File: src/rtl/adder_bist.sv
// adder_bist: exhaustive built-in self test for a combinational adder.
//   Walks every {a,b,cin} combination, holds each vector for SETTLE_CYCLES
//   clocks, then compares {cout,sum} against a+b+cin and counts mismatches.
// Ports:
//   clk, rst      - rising-edge clock, asynchronous active-high reset
//   start         - begin a run (honoured in IDLE or DONE only)
//   a, b, cin     - operands driven to the adder under test
//   sum, cout     - result returned by the adder under test
//   busy, done    - run in progress / run finished
//   pass          - qualified by done, 1 = no mismatches
//   err_count     - saturating mismatch count
// Optional: define ADDER_BIST_FAIL_CAPTURE_EN to add first_fail_valid,
//   first_fail_vec and first_fail_got (first mismatching vector and result).
module adder_bist #(
  parameter int WIDTH         = 4,
  parameter int SETTLE_CYCLES = 1
) (
  input  logic             clk,
  input  logic             rst,
  input  logic             start,
  output logic [WIDTH-1:0] a,
  output logic [WIDTH-1:0] b,
  output logic             cin,
  input  logic [WIDTH-1:0] sum,
  input  logic             cout,
  output logic             busy,
  output logic             done,
  output logic             pass,
`ifdef ADDER_BIST_FAIL_CAPTURE_EN
  output logic             first_fail_valid,
  output logic [2*WIDTH:0] first_fail_vec,
  output logic [WIDTH:0]   first_fail_got,
`endif
  output logic [15:0]      err_count
);

  typedef enum logic [1:0] {IDLE, APPLY, CHECK, DONE} state_t;

  // Last settle count value before moving to CHECK.
  localparam logic [3:0] SETTLE_LAST = 4'(SETTLE_CYCLES - 1);

  state_t           state, nxt;
  logic [2*WIDTH:0] vec;
  logic [3:0]       cnt;
  logic [WIDTH:0]   expect_sum;
  logic             mismatch;
  logic             vec_last;

  assign {a, b, cin} = vec;
  assign expect_sum  = (WIDTH+1)'(a) + (WIDTH+1)'(b) + (WIDTH+1)'(cin);
  assign mismatch    = ({cout, sum} != expect_sum);
  assign vec_last    = &vec;

  assign busy = (state == APPLY) || (state == CHECK);
  assign done = (state == DONE);
  assign pass = done && (err_count == 16'd0);

  always_ff @(posedge clk or posedge rst) begin
    if (rst) state <= IDLE;
    else     state <= nxt;
  end

  always_comb begin
    nxt = state;
    case (state)
      IDLE, DONE: if (start) nxt = APPLY;
      APPLY:      if (cnt == SETTLE_LAST) nxt = CHECK;
      CHECK:      nxt = vec_last ? DONE : APPLY;
      default:    nxt = IDLE;
    endcase
  end

  always_ff @(posedge clk or posedge rst) begin
    if (rst) begin
      vec       <= '0;
      cnt       <= '0;
      err_count <= '0;
`ifdef ADDER_BIST_FAIL_CAPTURE_EN
      first_fail_valid <= 1'b0;
      first_fail_vec   <= '0;
      first_fail_got   <= '0;
`endif
    end else begin
      case (state)
        IDLE, DONE: begin
          if (start) begin
            vec       <= '0;
            cnt       <= '0;
            err_count <= '0;
`ifdef ADDER_BIST_FAIL_CAPTURE_EN
            first_fail_valid <= 1'b0;
            first_fail_vec   <= '0;
            first_fail_got   <= '0;
`endif
          end
        end
        APPLY: cnt <= cnt + 4'd1;
        CHECK: begin
          // sum/cout are only looked at here; outside CHECK they are ignored.
          if (mismatch) begin
            if (err_count != 16'hFFFF) err_count <= err_count + 16'd1;
`ifdef ADDER_BIST_FAIL_CAPTURE_EN
            if (!first_fail_valid) begin
              first_fail_valid <= 1'b1;
              first_fail_vec   <= vec;
              first_fail_got   <= {cout, sum};
            end
`endif
          end
          // On the final vector vec is left at all ones for DONE.
          if (!vec_last) begin
            vec <= vec + 1'b1;
            cnt <= '0;
          end
        end
        default: ;
      endcase
    end
  end

endmodule

File: config.mk
export PLATFORM = sky130hd
export DESIGN_NAME = adder_bist
export DESIGN_NICKNAME = d
export VERILOG_FILES = /design/src/rtl/adder_bist.sv
export SDC_FILE = /design/constraint.sdc
export NUM_CORES = 1
export LEC_CHECK = 0
export ABC_AREA = 1
export CORE_MARGIN = 1
export CORE_UTILIZATION = 35
export CTS_CLUSTER_DIAMETER = 150
export DETAILED_ROUTE_END_ITERATION = 10
export GPL_TIMING_DRIVEN = 0
export PLACE_DENSITY = 0.66
export SETUP_SLACK_MARGIN = 0.2
export SYNTH_ARGS = -nofsm -noshare
export SYNTH_HDL_FRONTEND = slang
export SYNTH_SLANG_ARGS = --single-unit
File: constraint.sdc
create_clock -name clk -period 2.8 [get_ports clk]
set_input_delay 0.28 -clock clk [delete_from_list [all_inputs] [get_ports clk]]
set_output_delay 0.28 -clock clk [all_outputs]
set_load 0.005 [all_outputs]
Word-level counts from Yosys, hierarchy flattened --
Index checks and enable logic that the tools add are counted.
Cells by class: add/sub/neg operators 5, multipliers 0, div/mod/pow operators 0, magnitude comparators 0, equality and inequality tests 10, shift-type cells 0, multiplexer cells 14, bitwise logic cells 0, reductions and logical operators 12
Operator list (count):
- two-way mux 16 bit | 3
- case mux 16 bit (2 select lines) | 1
- two-way mux 9 bit | 2
- case mux 9 bit (2 select lines) | 1
- adder 16 x 1 -> 16 bit, second input constant | 1
- zero test 16 bit | 1
- != test 16 bit, second input constant | 1
- case mux 4 bit (3 select lines) | 1
- adder 9 x 1 -> 9 bit, second input constant | 1
- AND reduction 9 bit | 1
- two-way mux 4 bit | 2
- two-way mux 2 bit | 3
- != test 2 bit, second input constant | 3
- case mux 2 bit (3 select lines) | 1
- adder 4 x 4 -> 5 bit | 1
- adder 5 x 1 -> 5 bit | 1
- != test 5 bit | 1
- adder 4 x 1 -> 4 bit, second input constant | 1
- equality test 2 bit, second input constant | 2
- zero test 4 bit | 1
- != test 2 x 1 -> 1 bit, second input constant | 2
- AND reduction 2 bit | 2
- AND reduction 4 bit | 1
- AND reduction 3 bit | 1
- 6 further kinds | 6
Word-level totals: register bits 31, latch bits 0, bits in writable memories 0, ROM bits 0, output and inout bits 28, word-level logic and storage cells 45, memories kept 0

Depth between registers and ports, before layout --
Gate-level depths: netlist of run 1.
depth after elaboration 5, depth in mapped cells 13

Least setup slack after synthesis of run 1 --
OpenSTA, ideal clock, no wires.
path type reg2reg, start point register vec[5], end point register err_count[5], setup time 118 ps, arrival time 2139 ps, data required time 2682 ps, setup slack 543 ps, cell stages (with the launch flop) 10, clock period less this slack 2257 ps, path through dfrtp_1 > fa_1 > fa_1 > xnor2_1 > nand2_1 > nor2_1 > nand3_1 > clkbuf_1 > nand4_1 > nand2_1
On the way: longest elaborated chain between the ends 5
RTL lines:
- start, declared | line 43 | logic [2*WIDTH:0] vec;
- start signal, assigned | line 112 | vec <= vec + 1'b1;
- adder 4 x 4 -> 5 bit | line 50 | assign expect_sum = (WIDTH+1)'(a) + (WIDTH+1)'(b) + (WIDTH+1)'(cin);
- adder 5 x 1 -> 5 bit | line 50
- != test 5 bit | line 51 | assign mismatch = ({cout, sum} != expect_sum);
- != test 2 bit (no line)
- AND reduction 4 bit (no line)
- end signal, assigned | line 101 | if (err_count != 16'hFFFF) err_count <= err_count + 16'd1;
- end, declared | line 34 | output logic [15:0] err_count
Every way passes these cells. A chain may end at the register's enable or synchronous reset.

Final worst setup path of run 1 --
start point register vec[1], end point register err_count[9]
Same word-level chain as after synthesis.

==> flow_summary.json, run 1 <==
{
  "synth-xor-area-share": 0.0427,
  "grt_usage": 0.177,
  "irDropWorstVdd_mv": 0.325,
  "vias_per_cell": 5.11,
  "seq_area_sq_um": 777,
  "syn_inst": 317,
  "crit_type": "reg -> reg",
  "fill_cells": 591,
  "pwr-share-seq": 0.277,
  "multi_input_area_sq_mm": 0.00131,
  "hp-class": "reg -> reg",
  "place_congestion": 0.900,
  "port_buffers": 35,
  "switching_share": 0.424,
  "die_x_microns": 82.3,
  "yosys.area.top_type": "dfrtp_1",
  "place_hpwl_microns": 4140,
  "end_kind": "flop",
  "htreeDepth": 2,
  "routedWlPerCell_microns": 12.8,
  "rows": 28,
  "stdcell_count": 435,
  "tightestPinTransition_ns": 1.20,
  "antenna_cells": 0,
  "place_area_sq_mm": 0.00270,
  "ys_types": 30,
  "cts.clk_slew.worst_paths_ns": 0.07,
  "dieArea_sq_mm": 0.00677,
  "power_density_mw_per_mm2": 711,
  "clock_path_buffers": 2,
  "cp.arrival_ns": 2.60,
  "r2r_setup_slack_ns": 0.37,
  "maxCapViolations": 0,
  "clkSinkCount": 31,
  "grt_max_degree": 32,
  "postLayoutCellArea_sq_mm": 0.00285,
  "hold_violations": 0,
  "finalPower_w": 0.00203,
  "fin_worst_skew_ns": 0.0104,
  "place_inst": 427,
  "synth-simple-area-share": 0.392,
  "grt_antenna_before_repair": 0,
  "cp-endpoint": "err_count[9]",
  "intPower_w": 0.00117,
  "setup_viol": 0,
  "preCtsSetupSlack_ns": 0.211,
  "tns_ns": 0,
  "mostFrequentLayoutCells": "nand2_1, inv_1, clkdlybuf4s50_1, nand3_1, nor2_1",
  "drcViolationCount": 0,
  "pwr-share-comb": 0.455,
  "netlist.area_leader.share": 0.344,
  "ant_nets": 0,
  "synthAdderAreaFrac": 0.0898,
  "area_delta_synth_final_pct": 26.2,
  "ioPinCount": 36,
  "synth_compound_area_frac": 0.0488,
  "critPathRequiredTime_ns": 2.97,
  "drive_gt1_frac": 0.0722,
  "ys_warn_count": 0,
  "nets": 382,
  "synth_area_leaders": "dfrtp_1, nand2_1, nand3_1",
  "coreArea_sq_mm": 0.00606,
  "crit_fanout": 10,
  "timing.final.ws_setup_ns": 0.374,
  "cp-start-kind": "flop",
  "relSlewSlack": 0.199,
  "final_common_cell": "nand2_1",
  "clkPwrFrac": 0.268,
  "overflow": 0,
  "r2r-end": "err_count[9]",
  "rsz0062_at_grt": "false",
  "avgSynthCellArea_sq_um": 7.12,
  "dieHeight_microns": 82.3,
  "p_leak_nw": 1.37,
  "worstSetupStartpoint": "vec[1]",
  "max_freq_mhz": 412,
  "status": "complete, no violations",
  "grt_pass1_vias": 2007,
  "regToRegStartpoint": "vec[1]",
  "p_sw_w": 0.000859,
  "ys_seq_area_frac": 0.344,
  "reg2reg_depth": 9,
  "synthMuxAreaShare": 0,
  "floorplan.initialDensity": 0.372,
  "cts_root_buf": "clkbuf_8",
  "dr.first_iter.drc_count": 174,
  "cts_made_buffers": 5,
  "cts_tree": "built",
  "cts_hold_buf": 0,
  "routed_wl_microns": 5550,
  "dr.pass1.iters": 5,
  "slew_violations": 0,
  "worstSkewPairLatency_ns": 0.29,
  "period_needed_ns": 2.43,
  "grt_pass1_wl_microns": 9030,
  "synth_seq_cells": 31,
  "post-route-period-util": 0.866,
  "via_count": 2223,
  "netlist_area_sq_mm": 0.00226,
  "post_cts_buffers": 0,
  "synth_top_family_by_area": "simple AND/OR/NAND/NOR gates",
  "syn_nets": 340
}
-- power groups by stage --
stage / registers (W) / clock network, W / logic, W
6_report: 0.000562 / 0.000543 / 0.000921
5_1_grt: 0.000571 / 0.000565 / 0.00103
4_1_cts: 0.000560 / 0.000544 / 0.000908
3_5_place_dp: 0.000568 / 0 / 0.000905
3_3_place_gp: 0.000566 / 0 / 0.000887
2_1_floorplan: 0.000556 / 0 / 0.000612
-- metal layers --
metal	wire length, microns	global-route usage	share of wire	vias to the layer above
li1	-	-	-	1130
met4	104	0.0719	0.019	0
met1	2620	0.231	0.47	1021
met3	298	0.0297	0.054	9
met2	2530	0.288	0.45	63
met5	0	0	0	-
-- repair_timing --
action                                  CTS  global route
endpoints found under the setup margin    1            11
endpoints found under the hold margin     0             0
pin swaps                                 0             0
gates resized for setup                   1             5
-- registers in the layout, indices dropped and copies added (netlist names) --
name,cells
cnt,4
vec,9
err_count,16
state,2
-- layout make-up --
class / count / area share
buffer: 6 / 0.0132
clock buffer: 6 / 0.0255
clock inverter: 2 / 0.0211
inverter: 40 / 0.0527
multi-input combinational: 240 / 0.459
sequential: 31 / 0.273
tap: 75 / 0.0329
timing repair buffer: 35 / 0.123
-- critical path, cell delays in order, from the launching register on --
cell     delay, ns
dfrtp_1       0.46
fa_2          0.42
fa_1          0.51
xnor2_1       0.11
nand2_1       0.08
nor2_2        0.15
nand3_1       0.16
buf_2         0.23
nand4_1       0.12
nand2_1       0.07
-- metrics by stage --
stage	utilization	hold WS (ns)
finish	0.470	0.541
global route	0.470	0.571
CTS	0.468	0.544
detailed placement	0.446	0.524
global placement	0.446	0.513
floorplan	-	0.384
-- cells by family (layout without fill, tap and decap cells) --
kind of cell    Yosys count  in the layout
buf+inv                  46             89
fa+ha+maj                15             15
flops                    31             31
xor+xnor                 11             11
compound gates           21             21
simple gates            193            193
-- synthesized netlist by cell type --
cell type,number
buf_4,1
buf_2,2
a21oi_1,8
or2_2,1
nand2_2,1
nor3_1,6
nor2_1,34
o21ai_0,3
ha_1,13
o21ai_1,7
nand3_2,4
inv_1,39
o22ai_1,2
nor4_1,3
nor2_4,2
buf_6,1
nand4_1,19
or2_1,1
nand3b_1,1
a21o_1,1
inv_2,1
nor2_2,2
nand2_1,85
clkbuf_1,1
xor2_1,7
buf_1,1
fa_1,2
dfrtp_1,31
nand3_1,34
xnor2_1,4
-- worst min-delay path by stage --
stage                     startpoint  endpoint  slack [ns]  cells after the start
after detailed placement      cnt[3]    cnt[3]        0.52                      2
after global placement        cnt[3]    cnt[3]        0.51                      2
after global routing          cnt[3]    cnt[3]        0.57                      2
final                         cnt[3]    cnt[3]        0.54                      2
after floorplan                  rst    cnt[0]        0.38                      1
after CTS                     cnt[3]    cnt[3]        0.54                      2
(Power assumes the default switching activity.)
==> run 2, diff against run 1 <==
PLACE_DENSITY = not set   (was 0.66)
==> flow_summary.json, run 2 (synthesis results as in run 1) <==
{
  "largestRegisters": "err_count x16, vec x9, cnt x4",
  "grt_antenna_before_repair": 0,
  "routed_wl_microns": 5560,
  "maxCapViolations": 0,
  "p_leak_nw": 1.37,
  "relSlewSlack": 0.651,
  "clock_path_buffers": 2,
  "final_common_cell": "nand2_1",
  "port_buffers": 35,
  "clkPwrFrac": 0.230,
  "hp-class": "in -> async",
  "status": "complete, no violations",
  "period_needed_ns": 2.40,
  "dieHeight_microns": 82.3,
  "dieArea_sq_mm": 0.00677,
  "grt_max_degree": 32,
  "via_count": 2148,
  "multi_input_area_sq_mm": 0.00131,
  "nets": 383,
  "preCtsSetupSlack_ns": 0.230,
  "ioPinCount": 36,
  "holdWs_ns": 0.203,
  "fin_worst_skew_ns": 0.00524,
  "intPower_w": 0.00108,
  "largest_reg_flops": 16,
  "clkSinkCount": 31,
  "switching_share": 0.441,
  "cts_root_buf": "clkbuf_8",
  "power_density_mw_per_mm2": 679,
  "final_util": 0.470,
  "drive_gt1_frac": 0.0831,
  "cp-start-kind": "flop",
  "slew_violations": 0,
  "place_inst": 427,
  "die_x_microns": 82.3,
  "end_kind": "flop",
  "post_cts_buffers": 0,
  "pwr-share-seq": 0.291,
  "crit_fanout": 10,
  "dr.pass1.iters": 4,
  "place_congestion": 0.877,
  "post-route-period-util": 0.856,
  "vias_per_cell": 4.93,
  "setup_viol": 0,
  "mostFrequentLayoutCells": "nand2_1, inv_1, clkdlybuf4s50_1, nand3_1, nor2_1",
  "coreArea_sq_mm": 0.00606,
  "place_hpwl_microns": 4230,
  "cts.clk_slew.worst_paths_ns": 0.07,
  "seq_area_sq_um": 779,
  "ant_nets": 0,
  "irDropWorstVdd_mv": 0.536,
  "grt_pass1_wl_microns": 9300,
  "routedWlPerCell_microns": 12.7,
  "tns_ns": 0,
  "area_delta_synth_final_pct": 26.3,
  "hold_violations": 0,
  "critPathRequiredTime_ns": 2.97,
  "htreeDepth": 2,
  "rows": 28,
  "p_sw_w": 0.000854,
  "tightestPinTransition_ns": 0.524,
  "max_freq_mhz": 417,
  "dr.first_iter.drc_count": 111,
  "antenna_cells": 0,
  "grt_pass1_vias": 1962,
  "grt_usage": 0.183,
  "crit_type": "reg -> reg",
  "cts_hold_buf": 0,
  "drcViolationCount": 0,
  "top_register": "err_count",
  "cts_resized": 0,
  "rsz0062_at_grt": "false",
  "cts_tree": "built",
  "fill_cells": 620,
  "floorplan.initialDensity": 0.372,
  "cts_made_buffers": 5,
  "overflow": 0,
  "pwr-share-comb": 0.479,
  "worstSkewPairLatency_ns": 0.29,
  "stdcell_count": 436,
  "timing.final.ws_setup_ns": 0.404,
  "cp.arrival_ns": 2.57
}
## run 2: cell count changes in the layout (fill, tap and decap cells not counted)
cell | previous run | this run
buf_12 | 0 | 1
bufinv_16 | 2 | 1
clkbuf_1 | 1 | 0
clkinv_1 | 0 | 1
clkinv_2 | 0 | 1
clkinv_4 | 0 | 1
dfrtp_1 | 30 | 28
dfrtp_2 | 1 | 3
inv_1 | 39 | 38
## run 2: final timing paths
path                       startpoint            to  slack [ns]  cells past startpoint
min                               rst        cnt[0]        0.20                      2
max reg2reg                    vec[5]  err_count[5]        0.40                      9
max in group asynchronous         rst        vec[5]        2.19                      3
max                            vec[5]  err_count[5]        0.40                      9
min reg2reg                    cnt[3]        cnt[3]        0.54                      2
min in group clk               cnt[3]        cnt[3]        0.54                      2
## run 2: area by class of cell
type,instances,area share
inverter,40,0.0527
multi-input combinational,240,0.459
tap,75,0.0329
buffer,6,0.0132
clock inverter,3,0.0154
sequential,31,0.273
timing repair buffer,36,0.130
clock buffer,5,0.0241
## run 2: stage by stage
stage	area (sq um)	total power (W)
floorplan	2260	0.00117
global placement	2700	0.00146
detailed placement	2700	0.00148
CTS	2810	0.00194
global route	2850	0.00210
finish	2850	0.00193
## run 2: power by group through the flow
stage	Clock (W)	Sequential (W)	Combinational [W]
after CTS	0.000462	0.000561	0.000916
after global routing	0.000482	0.000569	0.00105
after detailed placement	0	0.000569	0.000913
after global placement	0	0.000567	0.000897
final	0.000446	0.000563	0.000926
after floorplan	0	0.000556	0.000612
## run 2: metal layers
layer | wire length (microns) | part of all wire | up-vias | track usage
met5 | 0 | 0 | - | 0
met2 | 2430 | 0.44 | 42 | 0.272
met4 | 106 | 0.019 | 0 | 0.0719
met1 | 2840 | 0.51 | 977 | 0.264
li1 | - | - | 1120 | -
met3 | 181 | 0.033 | 9 | 0.0286
## run 2: critical path, stage by stage, from the launching register on
cell and delay [ns]:
dfrtp_2 0.44, fa_2 0.42, fa_1 0.51, xnor2_1 0.11, nand2_1 0.09, nor2_2 0.14, nand3_1 0.15, buf_2 0.23
nand4_1 0.12, nand2_1 0.06
==> run 3, diff against run 2 <==
SETUP_SLACK_MARGIN = not set   (was 0.2)
==> flow_summary.json, run 3 (synthesis results as in run 1) <==
{
  "routedWlPerCell_microns": 12.8,
  "cp-endpoint": "err_count[5]",
  "cts_root_buf": "clkbuf_8",
  "antenna_cells": 0,
  "largestRegisters": "err_count x16, vec x9, cnt x4",
  "dieHeight_microns": 82.3,
  "slowest_delay_ns": 0.52,
  "slew_violations": 0,
  "slowest_stage": "fa_1",
  "crit_fanout": 10,
  "crit_type": "reg -> reg",
  "top_register": "err_count",
  "r2r-end": "err_count[5]",
  "grt_max_degree": 32,
  "cts_resized": 0,
  "cts_hold_buf": 0,
  "regToRegStartpoint": "vec[1]",
  "worstSkewPairLatency_ns": 0.29,
  "dr.pass1.iters": 4,
  "end_kind": "flop",
  "place_hpwl_microns": 4230,
  "dieArea_sq_mm": 0.00677,
  "path_cells": "fa_1, fa_1, xnor2_1, nand2_1, nor2_1, nand3_1, nand3_2, buf_6, nand3_1, nand2_1",
  "area_delta_synth_final_pct": 25.6,
  "rsz0062_at_grt": "false",
  "rows": 28,
  "htreeDepth": 2,
  "cp-start-kind": "flop",
  "fin_worst_skew_ns": 0.00601,
  "ant_nets": 0,
  "cts.clk_slew.worst_paths_ns": 0.07,
  "maxCapViolations": 0,
  "post-route-period-util": 0.904,
  "grt_pass1_vias": 1962,
  "cts_made_buffers": 5,
  "holdWs_ns": 0.202,
  "grt_pass1_wl_microns": 9300,
  "coreArea_sq_mm": 0.00606,
  "mostFrequentLayoutCells": "nand2_1, inv_1, clkdlybuf4s50_1, nor2_1, nand3_1",
  "clkSinkCount": 31,
  "pwr-share-seq": 0.291,
  "overflow": 0,
  "vias_per_cell": 4.94,
  "floorplan.initialDensity": 0.372,
  "tns_ns": 0,
  "hp-class": "in -> async",
  "irDropWorstVdd_mv": 0.529,
  "max_freq_mhz": 395,
  "final_common_cell": "nand2_1",
  "clock_path_buffers": 2,
  "cts_tree": "built",
  "critPathRequiredTime_ns": 3.02,
  "switching_share": 0.444,
  "routed_wl_microns": 5590,
  "place_congestion": 0.877,
  "nets": 383,
  "pwr-share-comb": 0.479,
  "port_buffers": 35,
  "intPower_w": 0.00107,
  "drive_gt1_frac": 0.0693,
  "cp.arrival_ns": 2.75,
  "largest_reg_flops": 16,
  "r2r_setup_slack_ns": 0.27,
  "clkPwrFrac": 0.230,
  "worstSetupStartpoint": "vec[1]",
  "power_density_mw_per_mm2": 679,
  "hold_violations": 0,
  "grt_usage": 0.183,
  "grt_antenna_before_repair": 0,
  "ioPinCount": 36,
  "via_count": 2153,
  "p_leak_nw": 1.37,
  "post_cts_buffers": 0,
  "p_sw_w": 0.000855,
  "period_needed_ns": 2.53,
  "status": "complete, no violations",
  "setup_viol": 0,
  "dr.first_iter.drc_count": 103,
  "reg2reg_depth": 10,
  "die_x_microns": 82.3,
  "tightestPinTransition_ns": 0.524,
  "drcViolationCount": 0,
  "relSlewSlack": 0.651
}
## run 3: layout make-up
cell class	instances	area, sq um
Buffer	6	37.5
Clock buffer	5	68.8
Clock inverter	3	43.8
Fill cell	624	3230
Inverter	40	150
Multi-Input combinational cell	240	1290
Sequential cell	31	776
Tap cell	75	93.8
Timing Repair Buffer	36	370
## run 3: worst max-delay path, delay by kind of cell, from the launching register on
kind                     cells  cell delay, ns
buffers and inverters        1            0.18
adder cells (fa/ha/maj)      2            1.00
AND/OR/NAND/NOR              6            0.72
flip-flops                   1            0.46
XOR/XNOR                     1            0.11
## run 3: through the flow
| stage | utilization | cell area [sq um] | worst slack, ns | instances | power, W |
|---|---|---|---|---|---|
| finish | 0.468 | 2840 | 0.269 | 436 | 0.00193 |
| global route | 0.468 | 2840 | 0.0166 | 436 | 0.00209 |
| CTS | 0.464 | 2810 | 0.203 | 435 | 0.00194 |
| detailed placement | 0.446 | 2700 | 0.230 | 427 | 0.00148 |
| global placement | 0.446 | 2700 | 0.257 | 427 | 0.00146 |
| floorplan | - | 2260 | 0.543 | 317 | 0.00117 |
## run 3: power groups by stage
stage / logic [W] / clock network [W] / registers, W
floorplan: 0.000612 / 0 / 0.000556
global placement: 0.000897 / 0 / 0.000567
detailed placement: 0.000913 / 0 / 0.000569
CTS: 0.000916 / 0.000462 / 0.000561
global route: 0.00104 / 0.000482 / 0.000567
finish: 0.000922 / 0.000443 / 0.000561
## run 3: worst min-delay path by stage
stage / to / depth (start not counted) / slack [ns] / start
2_1_floorplan: cnt[0] / 1 / 0.38 / rst
3_3_place_gp: cnt[3] / 2 / 0.51 / cnt[3]
3_5_place_dp: cnt[3] / 2 / 0.52 / cnt[3]
4_1_cts: cnt[3] / 2 / 0.54 / cnt[3]
5_1_grt: cnt[0] / 2 / 0.22 / rst
6_report: cnt[0] / 2 / 0.20 / rst
## run 3: routing by layer
| layer | vias to the layer above | global-route usage | part of all wire |
|---|---|---|---|
| met4 | 0 | 0.0719 | 0.019 |
| met5 | - | 0 | 0 |
| met3 | 9 | 0.0286 | 0.040 |
| li1 | 1120 | - | - |
| met1 | 977 | 0.264 | 0.50 |
| met2 | 47 | 0.272 | 0.44 |
==> edit (settings of run 3) <==
Re-encode `state_t` (4 states) as one-hot, 4 bits wide.
--- a/src/rtl/adder_bist.sv
+++ b/src/rtl/adder_bist.sv
@@ -34,7 +34,7 @@
   output logic [15:0]      err_count
 );
 
-  typedef enum logic [1:0] {IDLE, APPLY, CHECK, DONE} state_t;
+  typedef enum logic [3:0] {IDLE = 4'b0001, APPLY = 4'b0010, CHECK = 4'b0100, DONE = 4'b1000} state_t;
 
   // Last settle count value before moving to CHECK.
   localparam logic [3:0] SETTLE_LAST = 4'(SETTLE_CYCLES - 1);
Formal check against the unedited RTL: no difference found for any inputs over 10 cycles, from zero or initial values and one cycle with rst high; not proved beyond that.
==> edit against run 3 <==
- synthesized cell count is 7.6% higher
- first-iteration DRC count is 32% higher
- the flow now finishes with violations (DRC)
- critical endpoint is now err_count[12]
- power is 15% lower
- area after synthesis is 4.9% higher
- setup slack worse by 40 ps
- highest routed layer unchanged
- global-route usage is 0.48 points lower
- worst hold slack better by 210 ps
- sequential cell count is 2 higher
- largest power group is now sequential cells
- routed wire length is 4.9% higher
- design area is 3.4% higher
- utilization is 1.4 points lower
==> edit: results (changes against run 3) <==
\begin{tabular}{lr}
\hline
Metric & Value \\
\hline
\multicolumn{2}{l}{\textbf{Run status}} \\
Run status & finished, violations left (was complete, no violations) \\
Violated checks & DRC \\
\multicolumn{2}{l}{\textbf{Logic synthesis}} \\
Complex-gate fraction of the synthesized area & 5.86\% (was 4.88\%) \\
Part of the Yosys area used for sequential elements & 34.9\% (was 34.4\%) \\
Post-synthesis adder-cell area fraction & 6.44\% (was 8.98\%) \\
Leading cell types by total area after synthesis & sky130\_fd\_sc\_hd\_\_dfrtp\_1 34\%, sky130\_fd\_sc\_hd\_\_nand2\_1 17\%, sky130\_fd\_sc\_hd\_\_inv\_1 7.9\% (was sky130\_fd\_sc\_hd\_\_dfrtp\_1 34\%, sky130\_fd\_sc\_hd\_\_nand2\_1 14\%, sky130\_fd\_sc\_hd\_\_nand3\_1 7.5\%) \\
Post-synthesis xor/xnor area fraction & 2.59\% (was 4.27\%) \\
Commonest cells post-synth & 109 x sky130\_fd\_sc\_hd\_\_nand2\_1, 50 x sky130\_fd\_sc\_hd\_\_inv\_1, 33 x sky130\_fd\_sc\_hd\_\_nor2\_1 (was 85 x sky130\_fd\_sc\_hd\_\_nand2\_1, 39 x sky130\_fd\_sc\_hd\_\_inv\_1, 34 x sky130\_fd\_sc\_hd\_\_nand3\_1, 34 x sky130\_fd\_sc\_hd\_\_nor2\_1, 31 x sky130\_fd\_sc\_hd\_\_dfrtp\_1) \\
\multicolumn{2}{l}{\textbf{Layout}} \\
Fraction of final layout cells sized beyond drive strength 1 & 6.51\% (was 6.93\%) \\
Registers with the most flip-flops & err\_count: 16 flops, vec: 9 flops (was err\_count: 16 flops, vec: 9 flops, cnt: 4 flops) \\
Number of nets in the final layout & 402 (was 383) \\
Signed area change from the synthesized netlist to the final layout & 23.8\% (was 25.6\%) \\
\multicolumn{2}{l}{\textbf{Power}} \\
Static leakage power & 1.45 nW (was 1.37 nW) \\
Worst VDD drop & 0.288 mV (was 0.529 mV) \\
\multicolumn{2}{l}{\textbf{Placed design}} \\
HPWL after DPL & 4340 um (was 4230 um) \\
\multicolumn{2}{l}{\textbf{Detailed routing}} \\
DRC violation count after routing & 9 (was 0) \\
Met3 wirelength from detailed routing & 328 um (was 226 um) \\
Number of violations reported at the end of detailed-routing iteration 0 & 136 (was 103) \\
Via count of the routed design & 2285 (was 2153) \\
Routed metal-1 wirelength & 2720 um (was 2820 um) \\
Metal2 WL & 2790 um (was 2440 um) \\
Final routed wirelength across all metal layers & 5870 um (was 5590 um) \\
\multicolumn{2}{l}{\textbf{STA}} \\
Transition time of the tightest slew-check pin & 695 ps (was 524 ps) \\
\multicolumn{2}{l}{\textbf{Global route}} \\
Global-route total usage across every layer & 17.9\% (was 18.3\%) \\
Global-route wire length before repair & 10300 um (was 9300 um) \\
\multicolumn{2}{l}{\textbf{Job}} \\
Max Cap Violations & 0 (unchanged) \\
\hline
\end{tabular}
[edit: area by class of cell]
class / count / area (sq um)
clock inverter: 1 / 30.0
clock buffer: 7 / 86.3
multi-input combinational: 251 / 1310
sequential: 33 / 827
buffer: 6 / 37.5
timing repair buffer: 35 / 350
fill: 665 / 3530
inverter: 51 / 191
tap: 77 / 96.3
[edit: power by group]
part | internal, mW | total [mW] | switching [mW]
logic | 0.201 | 0.567 | 0.366
registers | 0.528 | 0.578 | 0.0499
clock network | 0.291 | 0.486 | 0.196
total | 1.02 | 1.63 | 0.612
[edit: final timing paths]
path	slack [ps]	start	cells past startpoint	endpoint
setup reg to reg	230	vec[5]	11	err_count[12]
min in group clk	510	state[0]	2	state[0]
hold reg to reg	510	state[0]	2	state[0]
max in group asynchronous	1930	rst	2	err_count[15]
setup / recovery	230	vec[5]	11	err_count[12]
hold / removal	410	rst	2	vec[0]
[edit: stage by stage]
step | cells | instance area, sq um | total power, mW | setup WS [ps]
6_report | 461 | 2930 | 1.63 | 229
4_1_cts | 461 | 2930 | 1.64 | 218
5_1_grt | 461 | 2930 | 1.73 | 54.3
3_5_place_dp | 453 | 2820 | 1.16 | 242
3_3_place_gp | 453 | 2820 | 1.15 | 283
2_1_floorplan | 341 | 2370 | 0.980 | 543
[edit: layer usage]
layer	global-route usage (%)	up-vias
met4	5.33	0
met2	30.0	57
met1	23.0	1037
met5	0	-
li1	-	1187
met3	3.93	4
[edit: logic make-up after synthesis]
family / count (synthesis)
AND/OR/NAND/NOR: 209
buffers and inverters: 57
AO/OA/AOI/OAI: 24
flip-flops: 33
adder cells (fa/ha/maj): 11
XOR/XNOR: 7
[edit: worst max-delay path, delay by kind of cell, from the launching register on]
family	cells	cell delay, ps
DFF	1	460
and+or+nand+nor	7	720
adders and majority gates	2	920
buffers and inverters	2	350
